--- src/rtl/eth_ctrl_sequencer_if.sv ---
// Control-command handshake between the sequencer and the MAC example block.
//   control_data  : 4-bit command nibble (sequencer -> MAC)
//   control_valid : command valid        (sequencer -> MAC)
//   control_ready : MAC accepts command  (MAC -> sequencer)
// A command transfers on any clk cycle where control_valid and control_ready are both high.
interface eth_ctrl_sequencer_if;
    logic [3:0] control_data;
    logic       control_valid;
    logic       control_ready;

    modport master (
        output control_data,
        output control_valid,
        input  control_ready
    );

    modport slave (
        input  control_data,
        input  control_valid,
        output control_ready
    );
endinterface

--- src/rtl/eth_ctrl_sequencer.sv ---
// eth_ctrl_sequencer
// Autonomous bring-up and monitoring stage in front of the Ethernet MAC example block.
// After reset or restart, the block runs these phases in order:
//   1. Waits STARTUP_CYCLES.
//   2. Pulses start_config for one cycle.
//   3. Waits CFG_SETTLE_CYCLES.
//   4. Issues NUM_CMDS command nibbles from CMD_LIST over a valid/ready handshake.
//   5. Enters MONITOR.
// It also counts rising edges of the MAC error and activity indications, with saturation.
// In MONITOR it flags a stalled link when no activity edge arrives for ACT_TIMEOUT cycles.
//
// Ports:
//   clk, sys_rst         : clock and synchronous active-high reset
//   restart              : pulse; reruns the sequence from START_WAIT (statistics kept)
//   clear_stats          : pulse; zeros counters, link_stalled and the idle timer
//   ctrl (master)        : control_data / control_valid / control_ready handshake
//   mtrlb_activity_flash : MAC activity level (toggles with traffic)
//   mtrlb_pktchk_error   : MAC packet-checker error level
//   start_config         : one-cycle configuration start pulse
//   seq_done             : high while in MONITOR
//   err_count, act_count : saturating rising-edge counts
//   link_stalled         : sticky idle-timeout flag
module eth_ctrl_sequencer #(
    parameter int unsigned STARTUP_CYCLES    = 1000,
    parameter int unsigned CFG_SETTLE_CYCLES = 64,
    parameter int unsigned NUM_CMDS          = 4,
    parameter logic [31:0] CMD_LIST          = 32'h0000_4321,
    parameter int unsigned ERR_CNT_W         = 8,
    parameter int unsigned ACT_TIMEOUT       = 100000
) (
    input  logic                   clk,
    input  logic                   sys_rst,
    input  logic                   restart,
    input  logic                   clear_stats,
    eth_ctrl_sequencer_if.master   ctrl,
    input  logic                   mtrlb_activity_flash,
    input  logic                   mtrlb_pktchk_error,
    output logic                   start_config,
    output logic                   seq_done,
    output logic [ERR_CNT_W-1:0]   err_count,
    output logic [ERR_CNT_W-1:0]   act_count,
    output logic                   link_stalled
);

    localparam int unsigned WAIT_MAX = (STARTUP_CYCLES > CFG_SETTLE_CYCLES) ?
                                       STARTUP_CYCLES : CFG_SETTLE_CYCLES;
    localparam int unsigned WAIT_W   = $clog2(WAIT_MAX + 1);
    localparam int unsigned TMR_W    = $clog2(ACT_TIMEOUT + 1);

    localparam logic [WAIT_W-1:0] LAST_START  = WAIT_W'(STARTUP_CYCLES - 1);
    localparam logic [WAIT_W-1:0] LAST_SETTLE = WAIT_W'(CFG_SETTLE_CYCLES - 1);
    localparam logic [2:0]        LAST_IDX    = 3'(NUM_CMDS - 1);
    localparam logic [TMR_W-1:0]  TMR_MAX     = TMR_W'(ACT_TIMEOUT);

    typedef enum logic [2:0] {
        START_WAIT,
        CFG_PULSE,
        SETTLE,
        CMD,
        MONITOR
    } state_t;

    state_t            state;
    logic [WAIT_W-1:0] wait_cnt;
    logic [2:0]        idx;
    logic [TMR_W-1:0]  idle_tmr;

    // One register stage per input, plus a history register for edge detection.
    logic act_cur, act_prev, err_cur, err_prev;
    logic act_rise, err_rise;

    assign act_rise = act_cur & ~act_prev;
    assign err_rise = err_cur & ~err_prev;

    function automatic logic [3:0] cmd_at(input logic [2:0] i);
        return CMD_LIST[{i, 2'b00} +: 4];
    endfunction

    always_ff @(posedge clk) begin
        if (sys_rst) begin
            state              <= START_WAIT;
            wait_cnt           <= '0;
            idx                <= '0;
            idle_tmr           <= '0;
            start_config       <= 1'b0;
            seq_done           <= 1'b0;
            ctrl.control_valid <= 1'b0;
            ctrl.control_data  <= 4'h0;
            err_count          <= '0;
            act_count          <= '0;
            link_stalled       <= 1'b0;
            act_cur            <= 1'b0;
            act_prev           <= 1'b0;
            err_cur            <= 1'b0;
            err_prev           <= 1'b0;
        end else begin
            act_cur  <= mtrlb_activity_flash;
            act_prev <= act_cur;
            err_cur  <= mtrlb_pktchk_error;
            err_prev <= err_cur;

            // start_config is only raised on the transition into CFG_PULSE.
            start_config <= 1'b0;

            if (restart) begin
                // Abandons any pending handshake; the MAC sees valid drop next cycle.
                state              <= START_WAIT;
                wait_cnt           <= '0;
                idx                <= '0;
                seq_done           <= 1'b0;
                ctrl.control_valid <= 1'b0;
                ctrl.control_data  <= 4'h0;
            end else begin
                case (state)
                    START_WAIT: begin
                        if (wait_cnt == LAST_START) begin
                            state        <= CFG_PULSE;
                            start_config <= 1'b1;
                            wait_cnt     <= '0;
                        end else begin
                            wait_cnt <= wait_cnt + WAIT_W'(1);
                        end
                    end
                    CFG_PULSE: begin
                        state <= SETTLE;
                    end
                    SETTLE: begin
                        if (wait_cnt == LAST_SETTLE) begin
                            state              <= CMD;
                            wait_cnt           <= '0;
                            idx                <= '0;
                            ctrl.control_valid <= 1'b1;
                            ctrl.control_data  <= cmd_at(3'd0);
                        end else begin
                            wait_cnt <= wait_cnt + WAIT_W'(1);
                        end
                    end
                    CMD: begin
                        // Data and valid only change once the current command is taken.
                        if (ctrl.control_ready) begin
                            if (idx == LAST_IDX) begin
                                state              <= MONITOR;
                                ctrl.control_valid <= 1'b0;
                                ctrl.control_data  <= 4'h0;
                                seq_done           <= 1'b1;
                                idle_tmr           <= '0;
                            end else begin
                                idx               <= idx + 3'd1;
                                ctrl.control_data <= cmd_at(idx + 3'd1);
                            end
                        end
                    end
                    MONITOR: begin
                        // Timer saturates at ACT_TIMEOUT; the flag is set as it gets there.
                        if (act_rise) begin
                            idle_tmr <= '0;
                        end else if (idle_tmr != TMR_MAX) begin
                            idle_tmr <= idle_tmr + TMR_W'(1);
                            if (idle_tmr == TMR_MAX - TMR_W'(1)) begin
                                link_stalled <= 1'b1;
                            end
                        end
                    end
                    default: begin
                        state <= START_WAIT;
                    end
                endcase
            end

            // Clearing wins over any edge seen in the same cycle.
            if (clear_stats) begin
                err_count    <= '0;
                act_count    <= '0;
                link_stalled <= 1'b0;
                idle_tmr     <= '0;
            end else begin
                if (err_rise && (err_count != '1)) begin
                    err_count <= err_count + ERR_CNT_W'(1);
                end
                if (act_rise && (act_count != '1)) begin
                    act_count <= act_count + ERR_CNT_W'(1);
                end
            end
        end
    end

endmodule

--- src/flat_wrapper.sv ---
// flat-port wrapper written by rule: the top's interface ports become plain ports
module eth_ctrl_sequencer_flat 
#(
    parameter int unsigned STARTUP_CYCLES    = 1000,
    parameter int unsigned CFG_SETTLE_CYCLES = 64,
    parameter int unsigned NUM_CMDS          = 4,
    parameter logic [31:0] CMD_LIST          = 32'h0000_4321,
    parameter int unsigned ERR_CNT_W         = 8,
    parameter int unsigned ACT_TIMEOUT       = 100000
)
  (clk, sys_rst, restart, clear_stats, mtrlb_activity_flash, mtrlb_pktchk_error, start_config, seq_done, err_count, act_count, link_stalled, ctrl_control_data, ctrl_control_valid, ctrl_control_ready);
  eth_ctrl_sequencer_if ctrl_i ();
  input  logic clk;
  input  logic sys_rst;
  input  logic restart;
  input  logic clear_stats;
  input  logic mtrlb_activity_flash;
  input  logic mtrlb_pktchk_error;
  output logic start_config;
  output logic seq_done;
  output logic [ERR_CNT_W-1:0] err_count;
  output logic [ERR_CNT_W-1:0] act_count;
  output logic link_stalled;
  output wire logic [$bits(ctrl_i.control_data)-1:0] ctrl_control_data;
  output wire logic [$bits(ctrl_i.control_valid)-1:0] ctrl_control_valid;
  input wire logic [$bits(ctrl_i.control_ready)-1:0] ctrl_control_ready;
  assign ctrl_control_data = ctrl_i.control_data;
  assign ctrl_control_valid = ctrl_i.control_valid;
  assign ctrl_i.control_ready = ctrl_control_ready;
  eth_ctrl_sequencer #(.STARTUP_CYCLES(STARTUP_CYCLES), .CFG_SETTLE_CYCLES(CFG_SETTLE_CYCLES), .NUM_CMDS(NUM_CMDS), .CMD_LIST(CMD_LIST), .ERR_CNT_W(ERR_CNT_W), .ACT_TIMEOUT(ACT_TIMEOUT)) u_core (.clk(clk), .sys_rst(sys_rst), .restart(restart), .clear_stats(clear_stats), .ctrl(ctrl_i), .mtrlb_activity_flash(mtrlb_activity_flash), .mtrlb_pktchk_error(mtrlb_pktchk_error), .start_config(start_config), .seq_done(seq_done), .err_count(err_count), .act_count(act_count), .link_stalled(link_stalled));
endmodule
--- config.mk ---
export PLATFORM = sky130hd
export DESIGN_NAME = eth_ctrl_sequencer_flat
export DESIGN_NICKNAME = d
export VERILOG_FILES = /design/src/rtl/eth_ctrl_sequencer_if.sv /design/src/rtl/eth_ctrl_sequencer.sv /design/src/flat_wrapper.sv
export SDC_FILE = /design/constraint.sdc
export NUM_CORES = 1
export LEC_CHECK = 0
export ABC_AREA = 1
export BUFFER_PORTS_ARGS = -buffer_cell sky130_fd_sc_hd__buf_2
export CAP_MARGIN = 0
export CORE_AREA = 2 2 117 62
export DETAILED_ROUTE_END_ITERATION = 10
export DIE_AREA = 0 0 119 64
export GPL_TIMING_DRIVEN = 0
export HOLD_SLACK_MARGIN = 0.03
export PLACE_DENSITY_LB_ADDON = 0.05
export SLEW_MARGIN = 20
export SYNTH_ARGS = -nofsm -noshare
export SYNTH_HDL_FRONTEND = slang
export SYNTH_SLANG_ARGS = --single-unit
--- constraint.sdc ---
create_clock -name clk -period 1.5 [get_ports clk]
set_input_delay 0.15 -clock clk [delete_from_list [all_inputs] [get_ports clk]]
set_output_delay 0.15 -clock clk [all_outputs]
set_load 0.05 [all_outputs]
# Yosys cells after proc, flatten, opt, wreduce, memory -nomap -nowiden
# Index checks and enable logic that the tools add are counted.
# word_totals
reg_bits,61
out_inout_bits,24
elab_cells,88
inputBits,7
# op_classes
add_sub_neg,5
reduce_logical,16
n_eq_ne,17
bitwise,8
muxes,26
n_shift,1
# op_table
operator,n
17-bit two-way mux,4
17-bit case mux with 2 select lines,1
"32-bit by 6-bit variable part select with 4-bit output, first input constant",1
3-bit two-way mux,7
10-bit two-way mux,2
10-bit case mux with 2 select lines,1
"17-bit by 1-bit adder with 17-bit output, second input constant",1
"17-bit == test, second input constant",1
"17-bit != test, second input constant",1
"8-bit by 1-bit adder with 8-bit output, second input constant",2
"8-bit != test, second input constant",2
3-bit case mux with 5 select lines,1
5-bit AND reduction,3
4-bit two-way mux,3
"10-bit by 1-bit adder with 10-bit output, second input constant",1
"10-bit == test, second input constant",1
"10-bit by 6-bit == test with 1-bit output, second input constant",1
"3-bit by 2-bit == test with 1-bit output, second input constant",3
4-bit case mux with 2 select lines,1
4-bit AND reduction,2
"2-bit by 1-bit != test with 1-bit output, second input constant",3
1-bit NOT,6
3-bit case mux with 2 select lines,1
3-bit AND reduction,2
13 further kinds,22

# Longest topological paths before layout
# Gate-level depths: netlist (run 1).
# logic_depth
word_depth,5
depth_mapped,13
depth_no_buf,13

# Least setup slack after synthesis (run 1)
# Ideal clock, no wire load.
# synth_timing
kind,register -> register
start,register u_core.err_count[0]
end,register u_core.err_count[0]
arrival_time_ns,1.653
period_less_slack_ns,1.799
stages_incl_launch_ff,9
setup_slack_ns,-0.299
cell_sequence,dfxtp_1 -> ha_1 -> nand3_1 -> nor2_1 -> nand2_1 -> nand3_1 -> inv_1 -> o21ai_0 -> a21oi_1
# synth_between
elab_chain_len,2
# synth_lines
element,line,source
"start, declared",eth_ctrl_sequencer.sv:40,"output logic [ERR_CNT_W-1:0] err_count,"
"start signal, assigned",eth_ctrl_sequencer.sv:178,err_count <= err_count + ERR_CNT_W'(1);
branches (longest 2 deep; another with 8-bit by 1-bit adder with 8-bit output),-,
# Several ways; the timed one is not identified.
# A chain may end at the register's enable or synchronous reset.

# Worst setup path after layout (run 1)
# layout_timing
start,register u_core.idx[0]
end,register u_core.idle_tmr[9]
# layout_between
elab_chain_len,3
# layout_lines
element,line,source
"start, declared",eth_ctrl_sequencer.sv:65,logic [2:0] idx;
"start signal, assigned",eth_ctrl_sequencer.sv:148,idx <= idx + 3'd1;
3-bit by 2-bit == test with 1-bit output,eth_ctrl_sequencer.sv:141,if (idx == LAST_IDX) begin
2-bit by 1-bit != test with 1-bit output (no source line),-,
5-bit AND reduction (no source line),-,
"end signal, assigned",eth_ctrl_sequencer.sv:158,idle_tmr <= idle_tmr + TMR_W'(1);
"end, declared",eth_ctrl_sequencer.sv:66,logic [TMR_W-1:0] idle_tmr;
# No other way between the ends.

==> summary.md, run 1 <==
| Metric | Value |
|---|---|
| Hold Path Sink | `u_core.err_prev` |
| Status | `complete, but fails checks` |
| Largest net degree at the start of global routing | `11` |
| RSZ-0062 raised after global routing | `true` |
| Slowest stage delay, CP | `0.37 ns` |
| # clock sinks | `60` |
| R2R depth | `12` |
| Violated checks | `setup timing` |
| Commonest non-fill, non-tap cell in the layout | `nand2_1` |
| Initial antenna violation count | `0` |
| Internal reg-to-reg setup slack | `-0.14 ns` |
| Clk_skew | `0.00232 ns` |
| CTS tree | `built` |
| Design Power | `0.00374 W` |
| Max Cap Viol | `0` |
| Syn Inst Count | `480` |
| GR Util All Layers | `20.8%` |
| CP Launch Point | `u_core.idx[0]` |
| Hold Fails Final Rpt | `0` |
| Nets | `561` |
| CP cell instances | `ha_4, ha_4, nand4_1, nand2_1, inv_2, nor2_4, nand2_4, inv_8, buf_8, nand3_2, nand2_2, nor2_2` |
| Slew Limit Fails | `0` |
| Library cells used by synthesis | `36` |
| Most frequent cells in the layout | `92 x nand2_1, 63 x inv_1, 60 x nor2_1` |
| Slowest stage cell, crit path | `dfxtp_4` |
| YS warnings | `0` |
| Hold Crit Class | `input pin to flop` |
| Post-DR wirelength/cell | `11.8 um` |
| Worst Setup Start Kind | `flop` |
| Clk slew on worst S/H paths | `~0.05 ns` |
| Die area | `7620 um^2` |
| Final setup margin | `-0.141 ns` |
| Worst Path Required | `1.73 ns` |
| WL final | `approximately 7600 um` |
| Clock share of power | `around 53%` |
| Net Switching | `0.000821 W` |
| Min Tclk post-route | `1.64 ns` |
| Setup crit end kind | `flop` |
| WHS Path Cells | `2` |
| Worst-Margin Slew | `0.608 ns` |
| Area growth, synth to finish | `36.2%` |
| Mapped Area | `3240 um^2` |
| GRT overflow | `0` |
| Global-route wire length before repair | `12800 um` |
| Seq/Total Area, Yosys | `a little under two fifths` |
| Sequential power share | `43.0%` |
| Die width | `approximately 120 um` |
| Min-delay src | `sys_rst` |
| Syn_nets | `495` |
| Die height | `roughly 64 um` |
| Power share of the combinational group | `4.0%` |
| Slew margin rel. | `59.4%` |
| Final setup fails | `18` |
| Net Sw Frac | `22.0%` |
| Ports | `31` |
| Hpwl dp | `approximately 5000 um` |
| CP dominant cell by count | `ha_4` |
| Vias in the first global route | `between 2000 and 3000` |
| Core region area | `roughly 6500 um^2` |
| Initial Util | `49.6%` |
| IO Port Bufs | `29` |
| Final TNS setup | `-1.97 ns` |
| RR Endpoint | `u_core.idle_tmr[9]` |
| H-tree Lvls | `3` |
| P per Cell Area | `846 nW/um^2` |
| Worst-Skew Late Latency | `approximately 0.33 ns` |
| Int Pwr | `0.00291 W` |
| Post-route antenna net violation count | `0` |
| Row Count | `21` |
| Top fanout value on the critical path | `5` |
| Fmax | `609 MHz` |
| # diodes | `0` |
| Initial DRC count | `210` |
| Reg2Reg Launch Point | `u_core.idx[0]` |
| # DRC | `0` |
| Clock tree buffer depth | `2` |
| Maximum vdd ir drop | `slightly below 0.9 mV` |
| Crit share post-route | `109%` |
| Avg Vias per Cell | `4.90` |
| Share of cells above drive strength 1 | `roughly 32%` |
| Post-synthesis register bit count | `60` |
| WP data arrival | `1.87 ns` |
| Vias | `approximately 3100` |
| CP Class | `flop to flop` |
| Leakage | `1.81 nW` |
| Drt first pass iters | `4` |
| Mean Syn Cell Area | `approximately 6.8 um^2` |
| CTS buffer count | `9` |
| Placer Congestion | `0.880` |
| Root Buffer | `clkbuf_16` |
area by class of cell:
| cell class | count | area (um^2) |
|---|---|---|
| buffer | 9 | 67.6 |
| clock buffer | 10 | 229 |
| clock inverter | 6 | 55.1 |
| fill | 556 | 2130 |
| inverter | 71 | 282 |
| multi-input combinational | 340 | 2030 |
| sequential | 60 | 1250 |
| tap | 92 | 115 |
| timing repair buffer | 55 | 389 |
power by group through the flow:
stage / combinational [W] / clock (W) / sequential (W)
floorplan: 0.0000678 / 0 / 0.00165
global placement: 0.000114 / 0 / 0.00164
detailed placement: 0.000115 / 0 / 0.00164
CTS: 0.000126 / 0.00202 / 0.00161
global route: 0.000167 / 0.00211 / 0.00161
finish: 0.000151 / 0.00198 / 0.00161
metrics by stage:
stage               area (um^2)  setup WS [ns]  util, %  hold WS [ns]  std cells
floorplan                  3310        -0.0102        -         0.221        480
global placement           3570         -0.232     54.5         0.351        601
detailed placement         3570         -0.249     54.5         0.362        601
CTS                        4080         -0.125     62.4        0.0958        632
global route               4420         -0.337     67.5         0.102        643
finish                     4420         -0.141     67.5         0.104        643
cells in the mapped netlist (all sizes together):
cell type  count  area, um^2
inv           70         268
nor3b          1        7.51
a21boi         1        7.51
or2            2        12.5
nor4           1        6.26
nor2          78         325
clkbuf         2        7.51
a211oi         1        7.51
xor2           6        52.6
o21bai         5        41.3
o21ai         17        85.1
nand2        113         457
nand3         39         215
ha             8         100
nand3b         1        7.51
nand4         19         119
dfxtp         60        1200
o211ai         1        7.51
clkinv         1        3.75
conb           1        3.75
nor3           9        45.0
buf            7        53.8
xnor2          6        52.6
a21oi         31         155
kinds of logic (layout without fill, tap and decap cells):
group / Yosys count / in the layout / synth area share, %
flops: 60 / 60 / 37.1
fa+ha+maj: 8 / 8 / 3.09
other cells: 1 / 1 / 0.116
buf+inv: 80 / 151 / 10.3
simple gates: 263 / 263 / 36.9
compound gates: 56 / 56 / 9.38
xor+xnor: 12 / 12 / 3.24
timing repair:
action / 4_1_cts / 5_1_grt
pin swaps: 18 / 25
gates cloned: 2 / 0
buffers inserted: 12 / 12
hold buffers: 2 / 0
endpoints found under the setup margin: 40 / 46
endpoints found under the hold margin: 2 / 0
gates resized for setup: 32 / 71
critical path: cells and delay by family, from the launching register on:
kind | cells | cell delay, ns
and+or+nand+nor | 7 | 0.63
DFF | 1 | 0.37
adders and majority gates | 2 | 0.27
buffers and inverters | 3 | 0.27
worst max path at each step:
| stage | depth (start not counted) | to | slack [ns] |
|---|---|---|---|
| after floorplan | 12 | u_core.idle_tmr[11] | -0.01 |
| after detailed placement | 11 | u_core.idle_tmr[6] | -0.25 |
| after global routing | 13 | u_core.idle_tmr[14] | -0.34 |
| after global placement | 12 | u_core.idle_tmr[11] | -0.23 |
| final | 12 | u_core.idle_tmr[9] | -0.14 |
| after CTS | 12 | u_core.idle_tmr[11] | -0.12 |
routing by layer:
layer	vias to the layer above	share of wire (%)	track usage [%]
li1	1677	-	-
met1	1415	50	26.8
met2	47	46	34.1
met3	10	3.6	5.98
met4	0	1.1	6.10
met5	-	0	0
flip-flops by register name, indices dropped and copies added, names as in the netlist:
signal,cells
u_core.err_cur,1
u_core.err_count,8
u_core.ctrl.control_data,3
u_core.act_cur,1
u_core.seq_done,1
u_core.wait_cnt,10
u_core.act_prev,1
u_core.ctrl.control_valid,1
u_core.idx,3
u_core.err_prev,1
u_core.state,3
u_core.link_stalled,1
u_core.start_config,1
u_core.idle_tmr,17
u_core.act_count,8
Power figures use the tool's default switching activity.
==> run 2, diff against run 1 <==
CORE_AREA = 2 2 114 61   (was 2 2 117 62)
DIE_AREA = 0 0 116 63   (was 0 0 119 64)
==> summary.md, run 2 (synthesis results as in run 1) <==
| Metric | Value |
|---|---|
| Slew margin rel. | `59.9% (+0.44 points)` |
| Vias in the first global route | `3040 (+6.3%)` |
| Hold Fails Final Rpt | `0 (unchanged)` |
| WP data arrival | `1.95 ns (+0.08 ns)` |
| Hold_ws | `0.0403 ns (-0.0633 ns)` |
| R2R depth | `11 (-1)` |
| Initial antenna violation count | `0 (unchanged)` |
| H-tree Lvls | `3 (unchanged)` |
| Clk slew on worst S/H paths | `0.05 ns (about the same)` |
| Post-DR wirelength/cell | `14.8 um (+25%)` |
| Largest net degree at the start of global routing | `11 (unchanged)` |
| Final setup fails | `27 (+9)` |
| Placer Congestion | `0.896 (+1.8%)` |
| CTS tree | `built` |
| Buffers plus inverters on the worst setup path | `3 (unchanged)` |
| Net Switching | `0.000830 W (+1.0%)` |
| Die width | `116 um (-2.5%)` |
| Final setup margin | `-0.186 ns (-0.0447 ns)` |
| Row Count | `21 (unchanged)` |
| Net Sw Frac | `20.3% (-1.7 points)` |
| CP cell instances | `ha_4, ha_4, buf_4, buf_6, inv_1, o21ai_2, nand2_1, nand3b_1, nand2_1, nand2_1, nor2_1` |
| GRT overflow | `0 (unchanged)` |
| Violated checks | `setup timing` |
| CP Class | `flop to flop` |
| Largest registers | `u_core.idle_tmr x17, u_core.wait_cnt x10` |
| Sequential power share | `39.2% (-3.8 points)` |
| Crit share post-route | `112% (+3.0 points)` |
| Clock tree buffer depth | `2 (unchanged)` |
| Slowest stage delay, CP | `0.35 ns (-0.02 ns)` |
| Design Power | `0.00409 W (+9.4%)` |
| Max reg flops | `17 (unchanged)` |
| Initial Util | `51.0% (+1.4 points)` |
| Fillers | `498 (-10%)` |
| Critical Path Stages | `11 (-1)` |
| Hpwl dp | `5820 um (+16%)` |
| Die area | `7310 um^2 (-4.0%)` |
| CTS buffer count | `9 (unchanged)` |
| Worst-Skew Late Latency | `0.33 ns (about the same)` |
| Reg2Reg Launch Point | `u_core.idx[1]` |
| Ports | `31 (unchanged)` |
| Min Tclk post-route | `1.69 ns (+0.0447 ns)` |
| Root Buffer | `clkbuf_16` |
| Worst Setup Start Kind | `flop` |
| Share of cells above drive strength 1 | `36.7% (+4.6 points)` |
| Int Pwr | `0.00326 W (+12%)` |
| Avg Vias per Cell | `5.29 (+7.9%)` |
| WL final | `9610 um (+26%)` |
| Top fanout value on the critical path | `3 (-2)` |
| Clock share of power | `57.0% (+4.0 points)` |
| Worst-Margin Slew | `0.602 ns (-0.00653 ns)` |
| Leakage | `1.91 nW (+5.1%)` |
| Max Cap Viol | `0 (unchanged)` |
| CP dominant cell by count | `nand2_1` |
| Nets | `566 (+0.89%)` |
| Die height | `63 um (-1.6%)` |
| Vias | `3425 (+8.8%)` |
| Clk_skew | `0.00322 ns (+0.000898 ns)` |
| Area growth, synth to finish | `42.7%` |
| Commonest non-fill, non-tap cell in the layout | `nand2_1` |
| Drt first pass iters | `5 (+1)` |
| Min-delay src | `mtrlb_activity_flash` |
| Slew Limit Fails | `0 (unchanged)` |
| # diodes | `0 (unchanged)` |
| IO Port Bufs | `29 (unchanged)` |
| Hold Crit Class | `input pin to flop` |
| Status | `complete, but fails checks` |
| Initial DRC count | `251 (+20%)` |
| Slowest stage cell, crit path | `dfxtp_2` |
| Worst Path Required | `1.77 ns (+0.04 ns)` |
| P per Cell Area | `884 nW/um^2 (+4.4%)` |
| Worst path top cell family by delay | `simple AND/OR/NAND/NOR gates` |
| GR Util All Layers | `26.0% (+5.2 points)` |
| # clock sinks | `60 (unchanged)` |
| Fmax | `593 MHz (-2.7%)` |
| RSZ-0062 raised after global routing | `true` |
| Core region area | `6360 um^2 (-2.8%)` |
| WHS Path Cells | `3 (+1)` |
| Most frequent cells in the layout | `88 x nand2_1, 61 x inv_1, 57 x nor2_1` |
| CP Launch Point | `u_core.idx[1]` |
| # DRC | `0 (unchanged)` |
| Power share of the combinational group | `3.8% (-0.2 points)` |
| Post-route antenna net violation count | `0 (unchanged)` |
| Setup crit end kind | `flop` |
| Largest reg by FF count | `u_core.idle_tmr` |
| Global-route wire length before repair | `14700 um (+15%)` |
| Maximum vdd ir drop | `0.612 mV (-30%)` |
## run 2: power by group through the flow
stage | Sequential (W) | Clock [W] | Combinational [W]
3_3_place_gp | 0.00164 | 0 | 0.000115
3_5_place_dp | 0.00164 | 0 | 0.000117
4_1_cts | 0.00160 | 0.00234 | 0.000129
6_report | 0.00160 | 0.00233 | 0.000157
5_1_grt | 0.00160 | 0.00244 | 0.000171
2_1_floorplan | 0.00165 | 0 | 0.0000678
## run 2: per-stage QoR
step	util (%)	setup slack (ns)	cells	TNS, ns	cell area [um^2]
4_1_cts	66.3	-0.117	634	-1.57	4220
6_report	72.8	-0.186	648	-2.36	4630
5_1_grt	72.8	-0.265	648	-4.60	4630
2_1_floorplan	-	-0.0102	480	-0.0203	3310
3_3_place_gp	56.1	-0.256	601	-5.17	3570
3_5_place_dp	56.1	-0.243	601	-6.67	3570
## run 2: area by class of cell
cell class / count / area (um^2) / share of cell area, %
Multi-Input combinational cell: 340 / 2150 / 46.4
Clock buffer: 11 / 233 / 5.03
Buffer: 9 / 67.6 / 1.46
Inverter: 71 / 280 / 6.06
Clock inverter: 5 / 100 / 2.16
Tap cell: 92 / 115 / 2.49
Timing Repair Buffer: 60 / 420 / 9.09
Sequential cell: 60 / 1260 / 27.3
## run 2: path summary, 6_finish.rpt
check / endpoint / slack, ns
worst max-delay path: u_core.state[0] / -0.19
worst min register to register: u_core.act_prev / 0.45
worst max register to register: u_core.state[0] / -0.19
worst min-delay path: u_core.act_cur / 0.04
## run 2: repair_timing
item,CTS,global route
hold buffers,1,0
cloned,2,0
endpoints found under the hold margin,1,0
resized for setup,52,83
setup endpoints to repair,45,47
pin swaps,17,31
setup buffers,16,18
## run 2: per-layer routing
metal	track usage, %	vias up	share of wire, %
met5	0	-	0
met4	6.40	0	1.9
met3	7.95	27	8.2
met2	37.6	151	42
met1	37.6	1568	48
li1	-	1679	-
## run 2: worst min-delay path, cell delays in order
cell and delay, ns:
buf_2 0.09, inv_1 0.03, nor2_1 0.07
==> run 3, diff against run 2 <==
PLACE_DENSITY = 0.8   (was unset)
PLACE_DENSITY_LB_ADDON = unset   (was 0.05)
==> summary.md, run 3 (synthesis results as in run 1) <==
| Metric | Value |
|---|---|
| # clock sinks | `60 (unchanged)` |
| Post-DR wirelength/cell | `14.3 um (-3.4%)` |
| CP Class | `flop to flop` |
| Reg2Reg Launch Point | `u_core.idx[0]` |
| P per Cell Area | `813 nW/um^2 (-8.0%)` |
| Die height | `63 um (unchanged)` |
| Crit share post-route | `113% (+0.27 points)` |
| Initial antenna violation count | `0 (unchanged)` |
| Vias in the first global route | `3016 (-0.79%)` |
| Slew Limit Fails | `0 (unchanged)` |
| Share of cells above drive strength 1 | `33.5% (-3.2 points)` |
| Initial DRC count | `256 (+2.0%)` |
| Setup crit end kind | `flop` |
| CP Launch Point | `u_core.idx[0]` |
| Met1 usage | `35.0% (-2.7 points)` |
| # diodes | `0 (unchanged)` |
| GR Util All Layers | `24.7% (-1.3 points)` |
| Largest reg by FF count | `u_core.idle_tmr` |
| Root Buffer | `clkbuf_16` |
| # DRC | `0 (unchanged)` |
| Final setup fails | `26 (-3.7%)` |
| Die area | `7310 um^2 (unchanged)` |
| Area growth, synth to finish | `35.0%` |
| Vias | `3353 (-2.1%)` |
| Commonest non-fill, non-tap cell in the layout | `nand2_1` |
| H-tree Lvls | `3 (unchanged)` |
| Initial Util | `51.0% (unchanged)` |
| Nets | `560 (-1.1%)` |
| Core region area | `6360 um^2 (unchanged)` |
| Global-route wire length before repair | `14100 um (-4.0%)` |
| R2R depth | `12 (+1)` |
| Maximum vdd ir drop | `0.720 mV (+18%)` |
| Post-route antenna net violation count | `0 (unchanged)` |
| Drt first pass iters | `5 (unchanged)` |
| Leakage | `1.75 nW (-8.0%)` |
| RSZ-0062 raised after global routing | `true` |
| Internal reg-to-reg setup slack | `-0.19 ns (about the same)` |
| Max Cap Viol | `0 (unchanged)` |
| GR met3 Demand/Resource | `8.44% (+0.48 points)` |
| Clock tree buffer depth | `2 (unchanged)` |
| Top fanout value on the critical path | `5 (+2)` |
| CTS tree | `built` |
| Max reg flops | `17 (unchanged)` |
| GRT overflow | `0 (unchanged)` |
| Fin util | `68.9% (-3.9 points)` |
| Worst-Margin Slew | `0.700 ns (+0.0978 ns)` |
| Hold Fails Final Rpt | `0 (unchanged)` |
| Clk slew on worst S/H paths | `0.05 ns (about the same)` |
| Clk_skew | `0.00596 ns (+0.00275 ns)` |
| Placer Congestion | `0.894 (-0.21%)` |
| Cell Count, Final, Fillers Out | `641 (-1.1%)` |
| Row Count | `21 (unchanged)` |
| Hold_ws | `0.0433 ns (+0.00296 ns)` |
| Avg Vias per Cell | `5.23 (-1.0%)` |
| Routing usage on met2 | `35.1% (-2.6 points)` |
| Violated checks | `setup timing` |
| IO Port Bufs | `29 (unchanged)` |
| Hold Crit Class | `input pin to flop` |
| Final setup margin | `-0.190 ns (-0.00409 ns)` |
| CP endpoint | `u_core.idle_tmr[12]` |
| RR Endpoint | `u_core.idle_tmr[12]` |
| Hpwl dp | `5620 um (-3.3%)` |
| WL final | `9180 um (-4.4%)` |
| Min Tclk post-route | `1.69 ns (+0.00409 ns)` |
| GR peak layer | `met2` |
| Die width | `116 um (unchanged)` |
| Ports | `31 (unchanged)` |
| DP Cell Count | `601 (unchanged)` |
| Most frequent cells in the layout | `91 x nand2_1, 64 x inv_1, 57 x nor2_1` |
| DP Area | `3570 um^2 (unchanged)` |
| WP data arrival | `1.91 ns (-0.04 ns)` |
| Worst Setup Start Kind | `flop` |
| Slew margin rel. | `53.4% (-6.5 points)` |
| Largest registers | `u_core.idle_tmr x17, u_core.wait_cnt x10` |
| Largest net degree at the start of global routing | `11 (unchanged)` |
| CTS buffer count | `9 (unchanged)` |
| Status | `complete, but fails checks` |
| Worst Path Required | `1.72 ns (-0.05 ns)` |
| Worst-Skew Late Latency | `0.33 ns (about the same)` |
| Post-route cell area | `4380 um^2 (-5.4%)` |
| Fmax | `592 MHz (-0.24%)` |
-- run 3: changes by cell type in the layout (fill, tap and decap cells not counted), moves of 4 or more --
cell and delta:
dfxtp_2 -4, nand2_4 -5, dfxtp_1 +7, buf_4 -7
-- run 3: power breakdown --
part           leakage, nW  internal, W  switching (W)
registers            0.497      0.00160      0.0000102
logic                 1.13    0.0000435       0.000100
clock network        0.124      0.00110       0.000711
total                 1.75      0.00274       0.000822
-- run 3: how the worst min path moves through the flow --
stage | startpoint | end | depth (start not counted)
after floorplan | sys_rst | u_core.act_cur | 1
after global placement | mtrlb_activity_flash | u_core.act_cur | 3
after detailed placement | mtrlb_activity_flash | u_core.act_cur | 3
after CTS | mtrlb_pktchk_error | u_core.err_cur | 3
after global routing | mtrlb_pktchk_error | u_core.err_cur | 3
final | mtrlb_pktchk_error | u_core.err_cur | 3
-- run 3: worst max-delay path: stages, from the launching register on --
cell	delay, ns
dfxtp_2	0.35
ha_4	0.14
ha_4	0.12
nand4_1	0.14
nand2_1	0.14
inv_2	0.05
nor2_4	0.11
nand2_4	0.11
inv_8	0.11
buf_12	0.12
nand2_4	0.04
nor2_1	0.11
nor2_1	0.05
-- run 3: stage by stage --
| step | total power (W) | setup TNS, ns | worst slack (ns) |
|---|---|---|---|
| floorplan | 0.00172 | -0.0203 | -0.0102 |
| global placement | 0.00175 | -4.91 | -0.243 |
| detailed placement | 0.00175 | -6.72 | -0.287 |
| CTS | 0.00357 | -2.57 | -0.173 |
| global route | 0.00367 | -5.80 | -0.268 |
| finish | 0.00356 | -3.03 | -0.190 |
-- run 3: layout make-up --
type	instances	area [um^2]
multi-input combinational	340	2030
fill	526	1980
sequential	60	1250
timing repair buffer	54	379
inverter	71	282
clock buffer	10	229
tap	92	115
buffer	9	67.6
clock inverter	5	30.0
-- run 3: timing repair --
action	4_1_cts	5_1_grt
gates resized for setup	45	59
hold buffers	1	0
hold endpoints to repair	1	0
pin swaps	14	19
gates cloned	1	1
setup buffers	14	9
endpoints found under the setup margin	49	47
-- run 3: per-layer routing --
layer  up-vias  routed length (um)  share of wire (%)
met1      1539                4210                 46
li1       1666                   -                  -
met4         0                 137                1.5
met5         -                   0                  0
met2       134                4090                 45
met3        14                 743                8.1
